===== src/rtl/pixel_scanner.sv =====
// pixel_scanner
//   Walks a SCREEN_WIDTH x SCREEN_HEIGHT frame in raster order, presenting one
//   pixel coordinate at a time to the mapping stage. A pixel is consumed in a
//   cycle where en is high and neither downstream stall input is asserted.
//
// Ports
//   clk               : sole clock, rising edge
//   reset             : synchronous, active-high
//   start             : begin a new frame scan (honoured only in IDLE)
//   restart           : abort and rescan from (0,0), honoured in any state
//   full_queue        : downstream queue full, stalls the scan
//   distributor_ready : downstream distributor busy, stalls the scan
//   en                : pixel_x/pixel_y valid for the mapping stage
//   pixel_x, pixel_y  : current coordinate
//   busy              : high while scanning (same as en)
//   frame_done        : one-cycle pulse after the last pixel is accepted
//   frame_count       : completed frames, modulo 256
module pixel_scanner #(
    parameter int PIXEL_DATA_WIDTH = 10,
    parameter int SCREEN_WIDTH     = 640,
    parameter int SCREEN_HEIGHT    = 480
) (
    input  logic                        clk,
    input  logic                        reset,
    input  logic                        start,
    input  logic                        restart,
    input  logic                        full_queue,
    input  logic                        distributor_ready,
    output logic                        en,
    output logic [PIXEL_DATA_WIDTH-1:0] pixel_x,
    output logic [PIXEL_DATA_WIDTH-1:0] pixel_y,
    output logic                        busy,
    output logic                        frame_done,
    output logic [7:0]                  frame_count
);

    typedef enum logic [1:0] {
        IDLE,
        SCAN,
        DONE
    } state_t;

    localparam logic [PIXEL_DATA_WIDTH-1:0] X_LAST = PIXEL_DATA_WIDTH'(SCREEN_WIDTH - 1);
    localparam logic [PIXEL_DATA_WIDTH-1:0] Y_LAST = PIXEL_DATA_WIDTH'(SCREEN_HEIGHT - 1);

    state_t state;
    state_t next_state;

    logic                        accept;
    logic                        last_x;
    logic                        last_y;
    logic [PIXEL_DATA_WIDTH-1:0] x_next;
    logic [PIXEL_DATA_WIDTH-1:0] y_next;
    logic                        frame_done_next;
    logic [7:0]                  frame_count_next;

    assign accept = en && !full_queue && !distributor_ready;
    assign last_x = (pixel_x == X_LAST);
    assign last_y = (pixel_y == Y_LAST);

    // State register plus registered outputs
    always_ff @(posedge clk) begin
        if (reset) begin
            state       <= IDLE;
            en          <= 1'b0;
            busy        <= 1'b0;
            pixel_x     <= '0;
            pixel_y     <= '0;
            frame_done  <= 1'b0;
            frame_count <= '0;
        end else begin
            state       <= next_state;
            en          <= (next_state == SCAN);
            busy        <= (next_state == SCAN);
            pixel_x     <= x_next;
            pixel_y     <= y_next;
            frame_done  <= frame_done_next;
            frame_count <= frame_count_next;
        end
    end

    // Next-state logic; restart overrides everything, including the final accept
    always_comb begin
        next_state = state;
        if (restart) begin
            next_state = SCAN;
        end else begin
            case (state)
                IDLE:    if (start) next_state = SCAN;
                SCAN:    if (accept && last_x && last_y) next_state = DONE;
                DONE:    next_state = IDLE;
                default: next_state = IDLE;
            endcase
        end
    end

    // Next values for the coordinate counters and frame bookkeeping
    always_comb begin
        x_next           = pixel_x;
        y_next           = pixel_y;
        frame_done_next  = 1'b0;
        frame_count_next = frame_count;
        if (restart) begin
            x_next = '0;
            y_next = '0;
        end else begin
            case (state)
                IDLE: begin
                    if (start) begin
                        x_next = '0;
                        y_next = '0;
                    end
                end
                SCAN: begin
                    if (accept) begin
                        if (!last_x) begin
                            x_next = pixel_x + 1'b1;
                        end else if (!last_y) begin
                            x_next = '0;
                            y_next = pixel_y + 1'b1;
                        end else begin
                            // Coordinates hold the last pixel through DONE
                            frame_done_next  = 1'b1;
                            frame_count_next = frame_count + 8'd1;
                        end
                    end
                end
                default: ;
            endcase
        end
    end

endmodule


===== config.mk =====
export PLATFORM = sky130hd
export DESIGN_NAME = pixel_scanner
export DESIGN_NICKNAME = d
export VERILOG_FILES = /design/src/rtl/pixel_scanner.sv
export SDC_FILE = /design/constraint.sdc
export NUM_CORES = 1
export LEC_CHECK = 0
export BUFFER_PORTS_ARGS = -buffer_cell sky130_fd_sc_hd__buf_2
export CORE_ASPECT_RATIO = 0.6
export CORE_MARGIN = 2
export CORE_UTILIZATION = 30
export DETAILED_ROUTE_END_ITERATION = 8
export GPL_ROUTABILITY_DRIVEN = 1
export PLACE_DENSITY = 0.49
export SYNTH_ARGS = -nofsm -noshare
export SYNTH_HDL_FRONTEND = slang
export SYNTH_SLANG_ARGS = --single-unit

===== constraint.sdc =====
create_clock -name clk -period 2.55 [get_ports clk]
set_clock_uncertainty 0.15 [all_clocks]
set_input_delay 0.765 -clock clk [delete_from_list [all_inputs] [get_ports clk]]
set_output_delay 0.765 -clock clk [all_outputs]
set_load 0.02 [all_outputs]

==> results of run 1 <==
[Yosys cell counts (all sizes together)]
library cell / instances / share of area [%]
a21oi: 20 / 6.3
o41ai: 1 / 0.55
or4b: 1 / 0.63
a211o: 2 / 1.7
o31ai: 2 / 0.94
nand3: 9 / 3.1
nand4b: 3 / 1.7
and4bb: 2 / 1.6
or3: 12 / 4.7
xnor2: 2 / 1.1
nand4: 5 / 2.0
xor2: 4 / 2.2
o21ai: 14 / 4.4
o211ai: 2 / 0.94
o311ai: 1 / 0.55
and3: 3 / 1.2
a211oi: 1 / 0.47
and2b: 1 / 0.47
and4: 5 / 2.9
nand4bb: 1 / 0.71
dfxtp: 32 / 40
mux2i: 2 / 1.3
nor2: 16 / 3.8
nor4bb: 1 / 0.63
clkbuf: 3 / 0.71
inv: 6 / 1.4
and2: 1 / 0.39
or4: 5 / 2.4
nand2: 16 / 3.8
o21bai: 1 / 0.47
buf: 3 / 1.0
nand2b: 3 / 1.2
nor3b: 2 / 0.94
a21o: 1 / 0.47
ha: 3 / 2.4
nor3: 3 / 0.94
[state kept, by name, summed over array words and instances, names as in the netlist]
| signal | flops |
|---|---|
| busy | 1 |
| frame_count | 8 |
| frame_done | 1 |
| pixel_x | 10 |
| pixel_y | 10 |
| state | 2 |
[power by group]
group | switching [W] | internal [W] | total (W)
registers | 0.00000396 | 0.000503 | 0.000507
clock network | 0.000178 | 0.000185 | 0.000363
logic | 0.0000401 | 0.0000276 | 0.0000677
[layer usage]
| metal | wire (µm) | GRT usage (%) | vias to the layer above |
|---|---|---|---|
| li1 | - | - | 806 |
| met1 | 2500 | 25.5 | 700 |
| met2 | 1430 | 19.8 | 48 |
| met3 | 264 | 4.95 | 7 |
| met4 | 48 | 4.17 | 0 |
| met5 | 0 | 0 | - |
[placed cells by master (no fill, tap or decap), types with 2 or more instances in the layout]
cell type,instances
buf_2,36
dfxtp_1,32
a21oi_1,20
nor2_1,16
nand2_1,16
o21ai_0,14
buf_4,13
or3_1,12
nand3_1,8
inv_1,6
nand4_1,5
or4_1,5
clkbuf_8,5
and4_1,4
xor2_1,4
nand2b_1,3
and3_1,3
nor3_1,3
nand4b_1,3
ha_1,3
nor3b_1,2
o211ai_1,2
mux2i_1,2
xnor2_1,2
o31ai_1,2
[kinds of logic after synthesis]
logic type / count (synthesis)
adder cells (fa/ha/maj): 3
buffers and inverters: 12
XOR/XNOR: 6
multiplexers: 2
AO/OA/AOI/OAI: 45
AND/OR/NAND/NOR: 89
flip-flops: 32
[stage by stage]
step	util [%]	power (W)	hold WS, ns	worst slack [ns]	cells
2_1_floorplan	-	0.000555	0.395	0.184	189
3_3_place_gp	37.9	0.000587	0.337	0.0675	298
3_5_place_dp	37.9	0.000586	0.328	0.0180	298
4_1_cts	39.4	0.000955	0.340	0.298	305
5_1_grt	39.4	0.000991	0.386	0.103	305
6_report	39.4	0.000938	0.335	0.277	305
[cell type report]
type / instances / area share, %
Clock inverter: 1 / 0.250
Clock buffer: 6 / 3.62
Inverter: 6 / 1.13
Timing Repair Buffer: 49 / 13.9
Sequential cell: 32 / 32.0
Multi-Input combinational cell: 145 / 45.0
Tap cell: 66 / 4.13
[critical path: cells and delay by family]
family / cells / cell delay (ns)
AOI/OAI and AO/OA: 3 / 0.64
buffers and inverters: 2 / 0.28
and+or+nand+nor: 2 / 0.65
[how the worst max path moves through the flow]
stage / endpoint / cells after the start
after floorplan: pixel_y[7]$_SDFFE_PP0P_ / 5
after global placement: pixel_y[7]$_SDFFE_PP0P_ / 6
after detailed placement: pixel_y[4]$_SDFFE_PP0P_ / 7
after CTS: pixel_y[7]$_SDFFE_PP0P_ / 6
after global routing: frame_count[7]$_SDFFE_PP0P_ / 6
final: pixel_y[3]$_SDFFE_PP0P_ / 7
==> metrics.txt, run 1 <==
status=finished clean; wire length of the first global-routing pass=roughly 7300 µm; R2R Setup Slk=0.28 ns; final period utilization=between 80% and 90%; vias in the first global route=1367; GR Util All Layers=15.9%; # port buffers=36; CTS Buf Count=5; xor/xnor share of the synthesized area=3.30%; GRT Residual Overflow=0; Required @ worst endpoint=between 2 and 3 ns; Max clock buf depth=2; Slew HR=57.9%; Worst Path Max Fanout=10; max incr delay on CP=approximately 0.34 ns; P_leak=slightly below 0.8 nW; DPL Wire Length=3200 µm; worst reg-to-reg path cell count=7; adder-cell area share of the yosys netlist=2.36%; number of routed nets with antenna violations=0; CTS clk-pin slew, worst paths=around 0.07 ns; fillcell total=about 530; postcts setup bufs=0; Initial Utilization=31.3%; portion of netlist area occupied by mux cells=roughly 1.3%; synthesized netlist cell count=189; die span in x=around 98 µm; crit-path most repeated cell=a21oi_1; RSZ-0062 raised after global routing=no; share of layout cells above drive strength 1=24.7%; Die Ht=~60 µm; Synth Area in Simple Gates=32.9%; fin area=2000 µm²; Clock Latency Late Sink=approximately 0.28 ns; drt first-iter violations=58; largest family of logic cells by synthesized area=simple AND/OR/NAND/NOR gates; placed cell area=1920 µm²; post-cts resize count=0; Min-Delay Path Class=reg -> reg; Final Max Tran Viols=0; Core Area=5080 µm²; crit end category=register; Root Buffer=clkbuf_8; Routed WL=4240 µm; Synth Cell Area=1590 µm²; post-DR wirelength/cell=13.9 µm; synth-to-layout area growth=25.8%; final hold vios=0; FF+latch count, synth=32; # DRC=0; RePlAce Congestion=0.823; kind of start point of the critical path=input port; io pins=37; first-pass detailed-route iteration total=4; Slowest-stage cell, CP=a211o_4; area of the die=5920 µm²; Worst setup startpoint=full_queue; syn nets=198; Worst Path Arrival=2.33 ns; Row Count=20; sequential fraction of the synthesis area=40.3%; Max IR drop VDD=277 µV; largest net degree at the start of global routing=16; Sink Count=32; post-synthesis compound-gate area fraction=16.7%; Hold Crit Endpoint=frame_count[7]$_SDFFE_PP0P_; hold buffer count at cts=0; FF-to-FF End=pixel_y[3]$_SDFFE_PP0P_; Tmin final=2.27 ns; TritonCTS clock tree=done; Crit Path Class=in -> reg; reg2reg start=pixel_y[1]$_SDFFE_PP0P_; Vias/cell=5.12; total number of vias=1561; # setup viols final=0; crit-path cells=buf_2 > nor3b_1 > a21oi_1 > a211o_4 > buf_4 > or3_1 > a21oi_1; Max-cap violations=0; hold path start=frame_count[7]$_SDFFE_PP0P_; Synth warnings=0; Reg area=641 µm²; Layout Nets=248; syn avg cell area=8.42 µm²; hold path cells=2; H-tree depth=2; # diodes=0; initial antenna violation count=0; Worst Max-Slew Pin Slew=about 0.63 ns; Distinct cells, synth=42; Power Density=roughly 470 nW/µm²; Max Clk Rate=between 400 and 500 MHz; Setup TNS=0 ns; area taken by multi-input logic gates=901 µm²
No activity file was read; power rests on OpenSTA's default activity.
==> inputs of run 2 (changes only) <==
--- a/config.mk
+++ b/config.mk
@@ -9,6 +9,7 @@
 export CORE_ASPECT_RATIO = 0.6
 export CORE_MARGIN = 2
 export CORE_UTILIZATION = 30
+export CTS_BUF_LIST = sky130_fd_sc_hd__clkbuf_2 sky130_fd_sc_hd__clkbuf_4 sky130_fd_sc_hd__clkbuf_8
 export DETAILED_ROUTE_END_ITERATION = 8
 export GPL_ROUTABILITY_DRIVEN = 1
 export PLACE_DENSITY = 0.49
==> run 2 against run 1 <==
Maximum frequency hardly changed. Die area stayed put. Sequential cell count stayed put. Global-route usage stayed put. Worst setup slack worse by 0.0022 ns. Total power is 1.1% higher. Wire length hardly changed. Sequential power hardly changed. First-iteration DRC count stayed put. Core utilization is 0.074 points higher. Critical endpoint unchanged.
==> metrics.txt, run 2 (synthesized netlist as in run 1, its figures left out) <==
Max IR drop VDD=277 µV; grt peak-use layer=met1; GR Util All Layers=between 10% and 20%; Max-cap violations=0; wire length of the first global-routing pass=7290 µm; # port buffers=36; io pins=37; area of the die=~5900 µm²; post-DR wirelength/cell=13.9 µm; CTS Buf Count=5; hold path cells=2; largest net degree at the start of global routing=16; postcts setup bufs=0; total number of vias=1571; Tmin final=around 2.3 ns; DPL Wire Length=approximately 3200 µm; Min-Delay Path Class=reg -> reg; final worst slack=~0.27 ns; # DRC=0; reg2reg start=pixel_y[1]$_SDFFE_PP0P_; first-pass detailed-route iteration total=4; Root Buffer=clkbuf_8; synth-to-layout area growth=26.0%; CTS clk-pin slew, worst paths=0.07 ns; # diodes=0; GRT Residual Overflow=0; Layout Nets=248; # setup viols final=0; biggest regs=pixel_x x10, pixel_y x10, frame_count x8; final period utilization=89.2%; TritonCTS clock tree=done; Setup TNS=0 ns; status=finished clean; RePlAce Congestion=0.823; Crit Path Class=in -> reg; Worst Path Arrival=about 2.3 ns; Worst Path Max Fanout=10; post-cts resize count=0; Initial Utilization=a little under a third; most common cell after layout, fill and taps aside=buf_2; share of layout cells above drive strength 1=25.1%; R2R Setup Slk=0.29 ns; Final Max Tran Viols=0; crit end category=register; met2 Use GR=19.8%; Hold Crit Endpoint=frame_count[7]$_SDFFE_PP0P_; FF-to-FF End=pixel_y[3]$_SDFFE_PP0P_; Max Clk Rate=~440 MHz; Power Density=about 470 nW/µm²; RSZ-0062 raised after global routing=no; kind of start point of the critical path=input port; hold buffer count at cts=0; pre-CTS setup slack=0.0180 ns; Core Area=around 5100 µm²; Slew HR=56.8%; Routed WL=4240 µm; Required @ worst endpoint=about 2.6 ns; initial antenna violation count=0; Row Count=20; Sink Count=32; GR met3 Demand/Resource=4.95%; number of routed nets with antenna violations=0; Worst Max-Slew Pin Slew=0.641 ns; drt first-iter violations=58; Clock Latency Late Sink=0.28 ns; most frequent cells in the layout=buf_2, dfxtp_1, a21oi_1; met1 GRT Util=25.5%; hold path start=frame_count[7]$_SDFFE_PP0P_; Die Ht=60.4 µm; worst reg-to-reg path cell count=7; Vias/cell=just over 5; die span in x=between 90 and 100 µm; P_leak=~0.80 nW; H-tree depth=2; final hold vios=0; vias in the first global route=about 1400; Max clock buf depth=2; fillcell total=525
==> run 2: power by group <==
group	internal [W]	total, W	switching [W]	leakage [nW]
sequential	0.000503	0.000507	0.00000395	0.258
clock	0.000196	0.000374	0.000178	0.0445
combinational	0.0000276	0.0000679	0.0000403	0.496
==> run 2: worst max-delay path, stage by stage <==
cell	delay [ns]
buf_2	0.10
nor3b_1	0.31
a21oi_1	0.16
a211o_4	0.34
buf_4	0.18
or3_1	0.34
a21oi_1	0.14
==> run 2: worst max-delay path by stage <==
stage / cells past startpoint / slack (ns) / start / end
3_5_place_dp: 7 / 0.02 / full_queue / pixel_y[4]$_SDFFE_PP0P_
3_3_place_gp: 6 / 0.07 / full_queue / pixel_y[7]$_SDFFE_PP0P_
2_1_floorplan: 5 / 0.18 / full_queue / pixel_y[7]$_SDFFE_PP0P_
4_1_cts: 6 / 0.30 / pixel_y[1]$_SDFFE_PP0P_ / pixel_y[7]$_SDFFE_PP0P_
5_1_grt: 6 / 0.10 / pixel_x[0]$_SDFFE_PP0P_ / frame_count[7]$_SDFFE_PP0P_
6_report: 7 / 0.27 / full_queue / pixel_y[3]$_SDFFE_PP0P_
==> run 2: per-stage QoR <==
| stage | instance area [µm²] | power [W] | utilization, % | instances | hold WS (ns) |
|---|---|---|---|---|---|
| 6_report | 2010 | 0.000949 | 39.5 | 305 | 0.336 |
| 3_3_place_gp | 1920 | 0.000587 | 37.9 | 298 | 0.337 |
| 3_5_place_dp | 1920 | 0.000586 | 37.9 | 298 | 0.328 |
| 4_1_cts | 2010 | 0.000966 | 39.5 | 305 | 0.340 |
| 2_1_floorplan | 1590 | 0.000555 | - | 189 | 0.395 |
| 5_1_grt | 2010 | 0.00100 | 39.5 | 305 | 0.386 |
==> run 2: final cells by class <==
type / instances / area, µm² / area share, %
clock buffers: 6 / 76.3 / 3.81
clock inverters: 1 / 5.00 / 0.250
inverters: 6 / 22.5 / 1.12
multi-input cells: 145 / 901 / 44.9
flip-flops and latches: 32 / 641 / 31.9
well taps: 66 / 82.6 / 4.12
repair buffers: 49 / 278 / 13.8
==> run 2: metal layers <==
metal | vias up | routed length (µm)
met2 | 52 | 1440
li1 | 810 | -
met4 | 0 | 48
met3 | 7 | 338
met5 | - | 0
met1 | 702 | 2420
==> inputs of run 3 (changes only) <==
--- a/config.mk
+++ b/config.mk
@@ -6,7 +6,7 @@
 export NUM_CORES = 1
 export LEC_CHECK = 0
 export BUFFER_PORTS_ARGS = -buffer_cell sky130_fd_sc_hd__buf_2
-export CORE_ASPECT_RATIO = 0.6
+export CORE_ASPECT_RATIO = 0.9
 export CORE_MARGIN = 2
 export CORE_UTILIZATION = 30
 export CTS_BUF_LIST = sky130_fd_sc_hd__clkbuf_2 sky130_fd_sc_hd__clkbuf_4 sky130_fd_sc_hd__clkbuf_8
==> run 3 against run 2 <==
Worst hold slack hardly changed. Global-route usage decreased by 2.5 points. Sequential cell count did not move. Cell area decreased by 0.62%. Cell count fell by 0.66%. Count of clock-buffer cells in the layout is 2 higher. Register-to-register slack got worse by 0.04 ns. Worst setup slack worse by 0.031 ns. Die area down 0.31%. Highest routed layer unchanged.
==> metrics.txt, run 3 (synthesized netlist as in run 1, its figures left out) <==
status=finished clean; # setup viols final=0; share of layout cells above drive strength 1=24.2%; die span in x=around 81 µm; pre-CTS setup slack=about 0.0012 ns; vias in the first global route=1352; Buf/Inv on CP=2; CTS clk-pin slew, worst paths=0.06 ns; Crit Path Class=in -> reg; Die Ht=73.1 µm; crit end category=register; final hold vios=0; final period utilization=90.5%; Power, Total=0.000991 W; reg2reg start=pixel_y[0]$_SDFFE_PP0P_; worst-case hold slack=0.336 ns; postcts setup bufs=0; GRT Residual Overflow=0; initial antenna violation count=0; RePlAce Congestion=about 0.75; Max Clk Rate=434 MHz; Routed WL=3770 µm; met1 GRT Util=19.2%; first-pass detailed-route iteration total=4; kind of start point of the critical path=input port; Max clock buf depth=2; crit-path leading delay family=simple AND/OR/NAND/NOR gates; crit-path cells=buf_2 > nor3b_1 > a21oi_1 > a211o_4 > buf_4 > or3_1 > a21oi_1; Max-cap violations=0; Setup TNS=0 ns; Worst Path Arrival=around 2.4 ns; CTS Buf Count=5; total number of vias=about 1500; max incr delay on CP=0.34 ns; number of routed nets with antenna violations=0; Worst setup startpoint=full_queue; met2 Use GR=19.3%; Slew HR=64.3%; area of the die=5900 µm²; Slowest-stage cell, CP=a211o_4; Required @ worst endpoint=2.61 ns; most common cell after layout, fill and taps aside=buf_2; DPL Wire Length=2820 µm; wire length of the first global-routing pass=between 6000 and 7000 µm; Min-Delay Path Class=reg -> reg; RSZ-0062 raised after global routing=no; Sink Count=32; Tmin final=about 2.3 ns; biggest regs=pixel_x x10, pixel_y x10, frame_count x8; io pins=37; Root Buffer=clkbuf_8; Initial Utilization=approximately 31%; Vias/cell=5.00; hold buffer count at cts=0; # port buffers=36; largest net degree at the start of global routing=16; Final Max Tran Viols=0; synth-to-layout area growth=25.2%; final worst slack=0.243 ns; placed insts=295; # DRC=0; GR met3 Demand/Resource=between 4 and 5%; # diodes=0; post-cts resize count=0; Power Density=497 nW/µm²; TritonCTS clock tree=done; most frequent cells in the layout=buf_2, dfxtp_1, a21oi_1; GR Util All Layers=13.5%; Clock Latency Late Sink=0.28 ns; non-filler instance count after layout=slightly above 300; crit-path most repeated cell=a21oi_1; Worst Path Max Fanout=11; hold path start=frame_count[7]$_SDFFE_PP0P_; grt peak-use layer=met2; Layout Nets=244; Row Count=25; Max IR drop VDD=163 µV; P_leak=0.787 nW; Core Area=between 5000 and 6000 µm²; post-DR wirelength/cell=between 10 and 15 µm; Worst Max-Slew Pin Slew=0.530 ns; drt first-iter violations=103; H-tree depth=2
==> run 3: changes by cell type in the layout (fill, tap and decap cells not counted), sizes merged <==
cell,previous run,this run
buf,49,45
clkbuf,6,8
clkinv,1,0
==> run 3: final timing paths <==
path,slack (ns),endpoint,depth (start not counted)
setup / recovery,0.24,pixel_y[4]$_SDFFE_PP0P_,7
hold / removal,0.34,frame_count[7]$_SDFFE_PP0P_,2
setup reg to reg,0.25,pixel_y[4]$_SDFFE_PP0P_,7
hold reg to reg,0.34,frame_count[7]$_SDFFE_PP0P_,2
==> run 3: stage by stage <==
step | utilization (%) | instance area [µm²]
global route | 38.4 | 1990
floorplan | - | 1590
detailed placement | 36.5 | 1900
CTS | 38.4 | 1990
finish | 38.4 | 1990
global placement | 36.5 | 1900
==> run 3: report_power, final <==
part / leakage, nW / internal (W) / switching, W
registers: 0.258 / 0.000503 / 0.00000473
logic: 0.476 / 0.0000245 / 0.0000368
clock network: 0.0523 / 0.000241 / 0.000180
==> run 3: worst min-delay path: stages, from the launching register on <==
cell     delay [ns]
dfxtp_1        0.32
o31ai_1        0.06
a21oi_1        0.06
==> run 3: layout make-up <==
type	instances	area [µm²]
timing repair buffer	45	248
fill	564	3200
tap	67	83.8
clock buffer	8	97.6
inverter	6	22.5
multi-input combinational	145	901
sequential	32	641
==> run 3: layer usage <==
layer | wire [µm] | part of all wire [%]
met5 | 0 | 0
met1 | 2010 | 53
met4 | 21 | 0.56
met3 | 209 | 5.5
met2 | 1530 | 41
